--- config.mk ---
export PLATFORM = sky130hd
export DESIGN_NAME = ecc_dec
export DESIGN_NICKNAME = d
export VERILOG_FILES = /design/src/rtl/ecc_dec.sv
export SDC_FILE = /design/constraint.sdc
export NUM_CORES = 1
export LEC_CHECK = 0
export BUFFER_PORTS_ARGS = -buffer_cell sky130_fd_sc_hd__buf_2
export CAP_MARGIN = 0
export CORE_UTILIZATION = 50
export DETAILED_ROUTE_END_ITERATION = 16
export PLACE_DENSITY = 0.76
export REMOVE_ABC_BUFFERS = 1
export SYNTH_ARGS = -nofsm -noshare
export SYNTH_HDL_FRONTEND = slang
export SYNTH_SLANG_ARGS = --single-unit
--- constraint.sdc ---
create_clock -name clk -period 1.8 [get_ports clk]
set_clock_uncertainty 0.15 [all_clocks]
set_input_delay 0.36 -clock clk [delete_from_list [all_inputs] [get_ports clk]]
set_output_delay 0.36 -clock clk [all_outputs]
set_load 0.01 [all_outputs]
--- src/rtl/ecc_dec.sv ---
// SECDED (72,64) Hamming decoder: recomputes parity over a received
// 64-bit word and its check byte, corrects single-bit errors, flags uncorrectable ones.
//
// Ports:
//   clk, rstn        clock, asynchronous active-low reset
//   valid_in         data_in/ecc_in valid this cycle
//   data_in[63:0]    received data
//   ecc_in[7:0]      received check byte ([6:0] Hamming p0..p6, [7] overall)
//   clr_cnt          synchronous clear of the error counters
//   valid_out        outputs valid (2 cycles after valid_in)
//   data_out[63:0]   corrected data
//   err_ce / err_ue  correctable / uncorrectable error
//   err_syn[7:0]     {overall_check, syndrome[6:0]}
//   ce_cnt / ue_cnt  saturating error counters (ECC_DEC_CNT_EN only)
//
// Optional feature macro: ECC_DEC_CNT_EN enables the error counters.

module ecc_dec #(
    parameter int CNT_WIDTH = 16
) (
    input  logic        clk,
    input  logic        rstn,
    input  logic        valid_in,
    input  logic [63:0] data_in,
    input  logic [7:0]  ecc_in,
    input  logic        clr_cnt,
    output logic        valid_out,
    output logic [63:0] data_out,
    output logic        err_ce,
    output logic        err_ue,
    output logic [7:0]  err_syn
`ifdef ECC_DEC_CNT_EN
    ,
    output logic [CNT_WIDTH-1:0] ce_cnt,
    output logic [CNT_WIDTH-1:0] ue_cnt
`endif
);

    // Codeword position of data bit j (parity bits occupy the powers of two).
    function automatic logic [6:0] dpos(input int j);
        if (j < 1)       return 7'd3;
        else if (j < 4)  return 7'(j + 4);
        else if (j < 11) return 7'(j + 5);
        else if (j < 26) return 7'(j + 6);
        else if (j < 57) return 7'(j + 7);
        else             return 7'(j + 8);
    endfunction

    logic        v1_q, v1_d;
    logic [63:0] data1_q, data1_d;
    logic [6:0]  syn1_q, syn1_d;
    logic        ovr1_q, ovr1_d;

    logic        valid_out_q, valid_out_d;
    logic [63:0] data_out_q, data_out_d;
    logic        err_ce_q, err_ce_d;
    logic        err_ue_q, err_ue_d;
    logic [7:0]  err_syn_q, err_syn_d;

    logic [6:0]  syn_calc;
    logic [63:0] fix_mask;
    logic        is_ce;
    logic        is_ue;

    // Stage 1: syndrome is the received parity XOR the recomputed parity,
    // i.e. the XOR of the positions of every set data bit folded into ecc_in.
    always_comb begin
        syn_calc = ecc_in[6:0];
        for (int j = 0; j < 64; j++) begin
            if (data_in[j]) syn_calc = syn_calc ^ dpos(j);
        end
    end

    always_comb begin
        v1_d    = valid_in;
        data1_d = data1_q;
        syn1_d  = syn1_q;
        ovr1_d  = ovr1_q;
        if (valid_in) begin
            data1_d = data_in;
            syn1_d  = syn_calc;
            ovr1_d  = ecc_in[7] ^ (^data_in) ^ (^ecc_in[6:0]);
        end
    end

    // Stage 2: an odd overall check with a syndrome inside the codeword is a
    // single error; only syndromes that hit a data position flip a data bit.
    always_comb begin
        for (int j = 0; j < 64; j++) begin
            fix_mask[j] = ovr1_q && (syn1_q == dpos(j));
        end
        is_ce = ovr1_q && (syn1_q <= 7'd71);
        is_ue = ovr1_q ? (syn1_q > 7'd71) : (syn1_q != 7'd0);
    end

    always_comb begin
        valid_out_d = v1_q;
        data_out_d  = data_out_q;
        err_syn_d   = err_syn_q;
        err_ce_d    = 1'b0;
        err_ue_d    = 1'b0;
        if (v1_q) begin
            data_out_d = data1_q ^ fix_mask;
            err_syn_d  = {ovr1_q, syn1_q};
            err_ce_d   = is_ce;
            err_ue_d   = is_ue;
        end
    end

    always_ff @(posedge clk or negedge rstn) begin
        if (!rstn) begin
            v1_q        <= 1'b0;
            data1_q     <= '0;
            syn1_q      <= '0;
            ovr1_q      <= 1'b0;
            valid_out_q <= 1'b0;
            data_out_q  <= '0;
            err_ce_q    <= 1'b0;
            err_ue_q    <= 1'b0;
            err_syn_q   <= '0;
        end else begin
            v1_q        <= v1_d;
            data1_q     <= data1_d;
            syn1_q      <= syn1_d;
            ovr1_q      <= ovr1_d;
            valid_out_q <= valid_out_d;
            data_out_q  <= data_out_d;
            err_ce_q    <= err_ce_d;
            err_ue_q    <= err_ue_d;
            err_syn_q   <= err_syn_d;
        end
    end

    assign valid_out = valid_out_q;
    assign data_out  = data_out_q;
    assign err_ce    = err_ce_q;
    assign err_ue    = err_ue_q;
    assign err_syn   = err_syn_q;

`ifdef ECC_DEC_CNT_EN
    logic [CNT_WIDTH-1:0] ce_cnt_q, ce_cnt_d;
    logic [CNT_WIDTH-1:0] ue_cnt_q, ue_cnt_d;

    // Clear beats increment; counters stick at all-ones.
    always_comb begin
        ce_cnt_d = ce_cnt_q;
        ue_cnt_d = ue_cnt_q;
        if (clr_cnt) begin
            ce_cnt_d = '0;
            ue_cnt_d = '0;
        end else begin
            if (valid_out_q && err_ce_q && (ce_cnt_q != '1))
                ce_cnt_d = ce_cnt_q + 1'b1;
            if (valid_out_q && err_ue_q && (ue_cnt_q != '1))
                ue_cnt_d = ue_cnt_q + 1'b1;
        end
    end

    always_ff @(posedge clk or negedge rstn) begin
        if (!rstn) begin
            ce_cnt_q <= '0;
            ue_cnt_q <= '0;
        end else begin
            ce_cnt_q <= ce_cnt_d;
            ue_cnt_q <= ue_cnt_d;
        end
    end

    assign ce_cnt = ce_cnt_q;
    assign ue_cnt = ue_cnt_q;
`else
    localparam int unused_cnt_width = CNT_WIDTH;
    logic unused_clr;
    assign unused_clr = clr_cnt;
`endif

endmodule

* Yosys cells after proc, flatten, opt, wreduce, memory -nomap -nowiden *
Index checks and enable logic that the tools add are counted.
Widths: inputs -> output; s select.

storage, ports and cells
  word-level logic and storage cells = 341
  input bits = 76
  register bits after elaboration = 148

cells by class
  reductions and logical operators = 68
  equal/unequal tests = 64
  magnitude comparators = 2
  muxes and demuxes = 131
  bitwise operators = 67

operators by type and width
  operator            number
  $mux 7              128
  $xor 7x7->7         64
  $eq 7x6->1 const B  31
  $eq 7x5->1 const B  15
  $logic_and 1x1->1   65
  $reduce_xor 64->1   1
  $xor 64x64->64      1
  $eq 7x4->1 const B  7
  $eq 7x7->1 const B  7
  $eq 7x3->1 const B  3
  $eq 7x2->1 const B  1
  $gt 7x7->1 const B  1
  $le 7x7->1 const B  1
  $reduce_bool 7->1   1
  $reduce_xor 7->1    1
  $mux 1              3
  $xor 1x1->1         2

* Logic depth before layout (Yosys ltp) *
  depth in word-level cells = 129
  mapped depth = 6
  gate-level depth less buffers = 6

* Worst setup path after synthesis *
OpenSTA, ideal clock, no wires.

  path kind = in2reg
  start = input data_in[5]
  end = register ovr1_q
  setup slack = -0.303 ns
  data required time = 1.573 ns
  stages = 6
  data arrival time = 1.876 ns
  path through = xnor2_1 xnor3_1 xnor2_2 xnor3_1 xnor3_1 a21oi_1

on the way
  longest elaborated chain between the ends = 3

RTL lines
  what                       line  source
  start, declared            24    input logic [63:0] data_in,
  $reduce_xor 64->1          82    ovr1_d = ecc_in[7] ^ (^data_in) ^ (^ecc_in[6:0]);
  $xor 1x1->1 (2 in series)  82
  end signal, assigned       125   ovr1_q <= ovr1_d;
  end, declared              52    logic ovr1_q, ovr1_d;

No other way between the ends.
A chain may end at the register's enable or synchronous reset.

* Final worst setup path *
  start = input data_in[39]
  end = register ovr1_q

Same word-level chain as after synthesis.

==> flow_metrics.env <==
export IMPL_status="complete, but fails checks"
export IMPL_violations="negative setup slack"
export IMPL_grt_max_degree=57
export IMPL_rows=44
export IMPL_dp_slack_ns=-0.727
export IMPL_critPathLaunchType="primary input"
export IMPL_final_core_util_pct=70.6
export IMPL_die_area_um2=15900
export IMPL_path_class="primary input to flip-flop"
export IMPL_p_clk_share_pct=28.5
export IMPL_die_h_um=126
export IMPL_p_int_mw=8.39
export IMPL_cts_tree="yes"
export IMPL_netlist_area_um2=7700
export IMPL_p_switching_mw=4.02
export IMPL_p_sw_share_pct=32.4
export IMPL_min_period_over_period_pct=105
export IMPL_diodes=0
export IMPL_syn_inst=694
export IMPL_detailed_place_hpwl_um=14700
export IMPL_p_seq_share_pct=34.9
export IMPL_area_growth_pct=35.2
export IMPL_p_per_area_nw_per_um2=1190
export IMPL_dr_pass1_iters=5
export IMPL_drc=0
export IMPL_min_period_ns=1.89
export IMPL_power_total_mw=12.4
export IMPL_cts_sinks=148
export IMPL_cp_required_ns=2.00
export IMPL_gp_congestion=0.914
export IMPL_wl_um=20700
export IMPL_timing_final_ws_setup_ns=-0.0944
export IMPL_start_util_pct=52.2
export IMPL_wl_per_cell_um=18.3
export IMPL_grt_pass1_vias=5898
export IMPL_clockBufferDepth=2
export IMPL_viasPerCell=5.23
export IMPL_drive_above_1_share_pct=43.6
export IMPL_setup_viol=2
export IMPL_worstMarginPinSlew_ns=0.450
export IMPL_comb_power_share_pct=36.5
export IMPL_ant_nets=0
export IMPL_irDropWorstVdd_v=0.000780
export IMPL_relSlewSlack_pct=70.0
export IMPL_crit_arrival_ns=2.10
export IMPL_maxCapViolCount=0
export IMPL_cts_htree_levels=4
export IMPL_drtIter0Drc=421
export IMPL_ys_types=29
export IMPL_vias=5944
export IMPL_seq_area_frac_synth_pct=48.1
export IMPL_die_x_um=126
export IMPL_crit_path_end_kind="flip-flop"
export IMPL_yosys_warnings=0
export IMPL_grt_total_usage_pct=26.7
export IMPL_ios=151
export IMPL_finalMaxSlewViolations=0
export IMPL_synth_area_per_cell_um2=11.1
export IMPL_clk_latency_ns=0.43
export IMPL_p_leak_nw=4.56
export IMPL_grt_antenna_before_repair=0
export IMPL_cp_max_fo=3
export IMPL_grt_pass1_wl_um=31800
export IMPL_fmax_mhz=528
export IMPL_core_area_um2=14800
export IMPL_clk_pin_slew_worst_paths_ns=0.06
export IMPL_io_buffers=149
export IMPL_yosys_register_bits=148
export IMPL_rsz0062_at_grt="yes"
export IMPL_finalHoldViolations=0
export IMPL_holdCritPathClass="primary input to flip-flop"
export IMPL_layout_nets=1015
export IMPL_grt_overflow=0
export IMPL_ctsRootBufferMaster="clkbuf_16"
export IMPL_cts_made_buffers=17
-- flip-flops by register name, indices dropped and copies added (netlist names) --
register	cells
err_ue	1
data_out	64
err_syn	8
data1_q	64
ovr1_q	1
syn1_q	7
v1_q	1
err_ce	1
valid_out	1
-- what timing repair did --
action	4_1_cts	5_1_grt
endpoints found under the setup margin	10	31
pin swaps	6	22
hold endpoints to repair	42	0
hold buffers	1	0
setup buffers	0	3
gates resized for setup	7	61
-- kinds of logic (layout without fill, tap and decap cells) --
logic type / after synthesis / count (layout) / synth area share [%]
AO/OA/AOI/OAI: 76 / 76 / 4.99
XOR/XNOR: 197 / 197 / 25.4
buffers and inverters: 32 / 290 / 1.92
flip-flops: 148 / 148 / 48.1
multiplexers: 72 / 72 / 10.5
AND/OR/NAND/NOR: 169 / 169 / 9.05
-- worst paths after layout --
path	startpoint	end	slack, ns	cells after the start
max	data_in[39]	ovr1_q$_DFFE_PN0P_	-0.09	7
min	data_in[5]	data1_q[5]$_DFFE_PN0P_	0.05	2
max reg2reg	ovr1_q$_DFFE_PN0P_	data_out[8]$_DFFE_PN0P_	0.04	7
min reg2reg	err_syn[5]$_DFFE_PN0P_	err_syn[5]$_DFFE_PN0P_	0.36	1
max in group asynchronous	rstn	err_ce$_DFF_PN0_	0.59	3
min in group asynchronous	rstn	data_out[22]$_DFFE_PN0P_	0.28	2
-- power by group through the flow --
stage | Sequential [mW] | Clock (mW) | Combinational [mW]
final | 4.33 | 3.54 | 4.53
after global routing | 4.40 | 3.74 | 4.83
after CTS | 4.29 | 3.60 | 4.27
after detailed placement | 4.33 | 0 | 4.22
after global placement | 4.32 | 0 | 4.13
after floorplan | 4.46 | 0 | 2.30
-- metrics by stage --
stage	cell area (um^2)	hold WS, ns	instances	setup TNS [ns]
after floorplan	7570	-0.0856	665	-85.18
after global placement	9420	0.171	1104	-3.62
after detailed placement	9420	0.172	1104	-3.72
after CTS	10100	0.0264	1137	-0.0898
after global routing	10400	0.0412	1136	-0.497
final	10400	0.0539	1136	-0.119
-- layer usage --
layer  GRT usage, %  part of all wire [%]
met5              0                     0
met4           9.64                   1.9
met1           37.1                    43
met2           40.9                    49
met3           6.33                   6.6
-- critical path: stages --
cell and delay, ns:
buf_2 0.14, xnor2_2 0.26, xnor2_2 0.13, xnor2_2 0.22, xnor3_1 0.48, xnor3_1 0.37
a21oi_1 0.13
-- layout by cell type, fill, tap and decap left out, types with 3 or more instances in the layout --
master     instances
buf_4             98
xor2_1            30
buf_6              6
xnor3_1           11
and3_1             3
mux2_2            72
dfrtp_1          145
nand2_1           27
xnor2_4            3
nand3_1            3
xnor2_1          117
clkbuf_16         17
a21oi_1           72
clkinv_2           3
xnor2_2           30
clkinv_4           6
nor2_1           115
buf_2            143
inv_6              3
buf_12             6
-- cell usage after synthesis --
| cell | n | share of area [%] |
|---|---|---|
| nor2b_1 | 2 | 0.16 |
| nand3b_1 | 2 | 0.19 |
| xnor3_2 | 2 | 0.62 |
| a21oi_1 | 73 | 4.7 |
| nor4_1 | 1 | 0.081 |
| dfrtp_1 | 148 | 48 |
| xnor2_1 | 145 | 16 |
| xor2_1 | 33 | 3.8 |
| xnor3_1 | 11 | 3.2 |
| and2_1 | 2 | 0.16 |
| inv_1 | 2 | 0.098 |
| or3_1 | 1 | 0.081 |
| nand3_1 | 5 | 0.32 |
| nor4b_1 | 1 | 0.11 |
| xor3_1 | 1 | 0.31 |
| nor3b_1 | 5 | 0.49 |
| xnor2_2 | 5 | 1.1 |
| clkinv_1 | 1 | 0.049 |
| and3_1 | 3 | 0.24 |
| nor3_1 | 2 | 0.13 |
| nand2_1 | 28 | 1.4 |
| clkbuf_8 | 2 | 0.36 |
| o41ai_1 | 1 | 0.11 |
| buf_6 | 1 | 0.15 |
| mux2_2 | 72 | 11 |
| buf_1 | 2 | 0.098 |
| nor2_1 | 117 | 5.7 |
| o21ai_0 | 2 | 0.13 |
| clkbuf_1 | 24 | 1.2 |
-- layout make-up --
type,instances,area [um^2]
fillers,1053,4340
multi-input cells,514,4210
flip-flops and latches,148,3710
repair buffers,255,1660
clock buffers,18,439
well taps,184,230
clock inverters,14,154
inverters,3,11.3
Power figures use the tool's default switching activity.
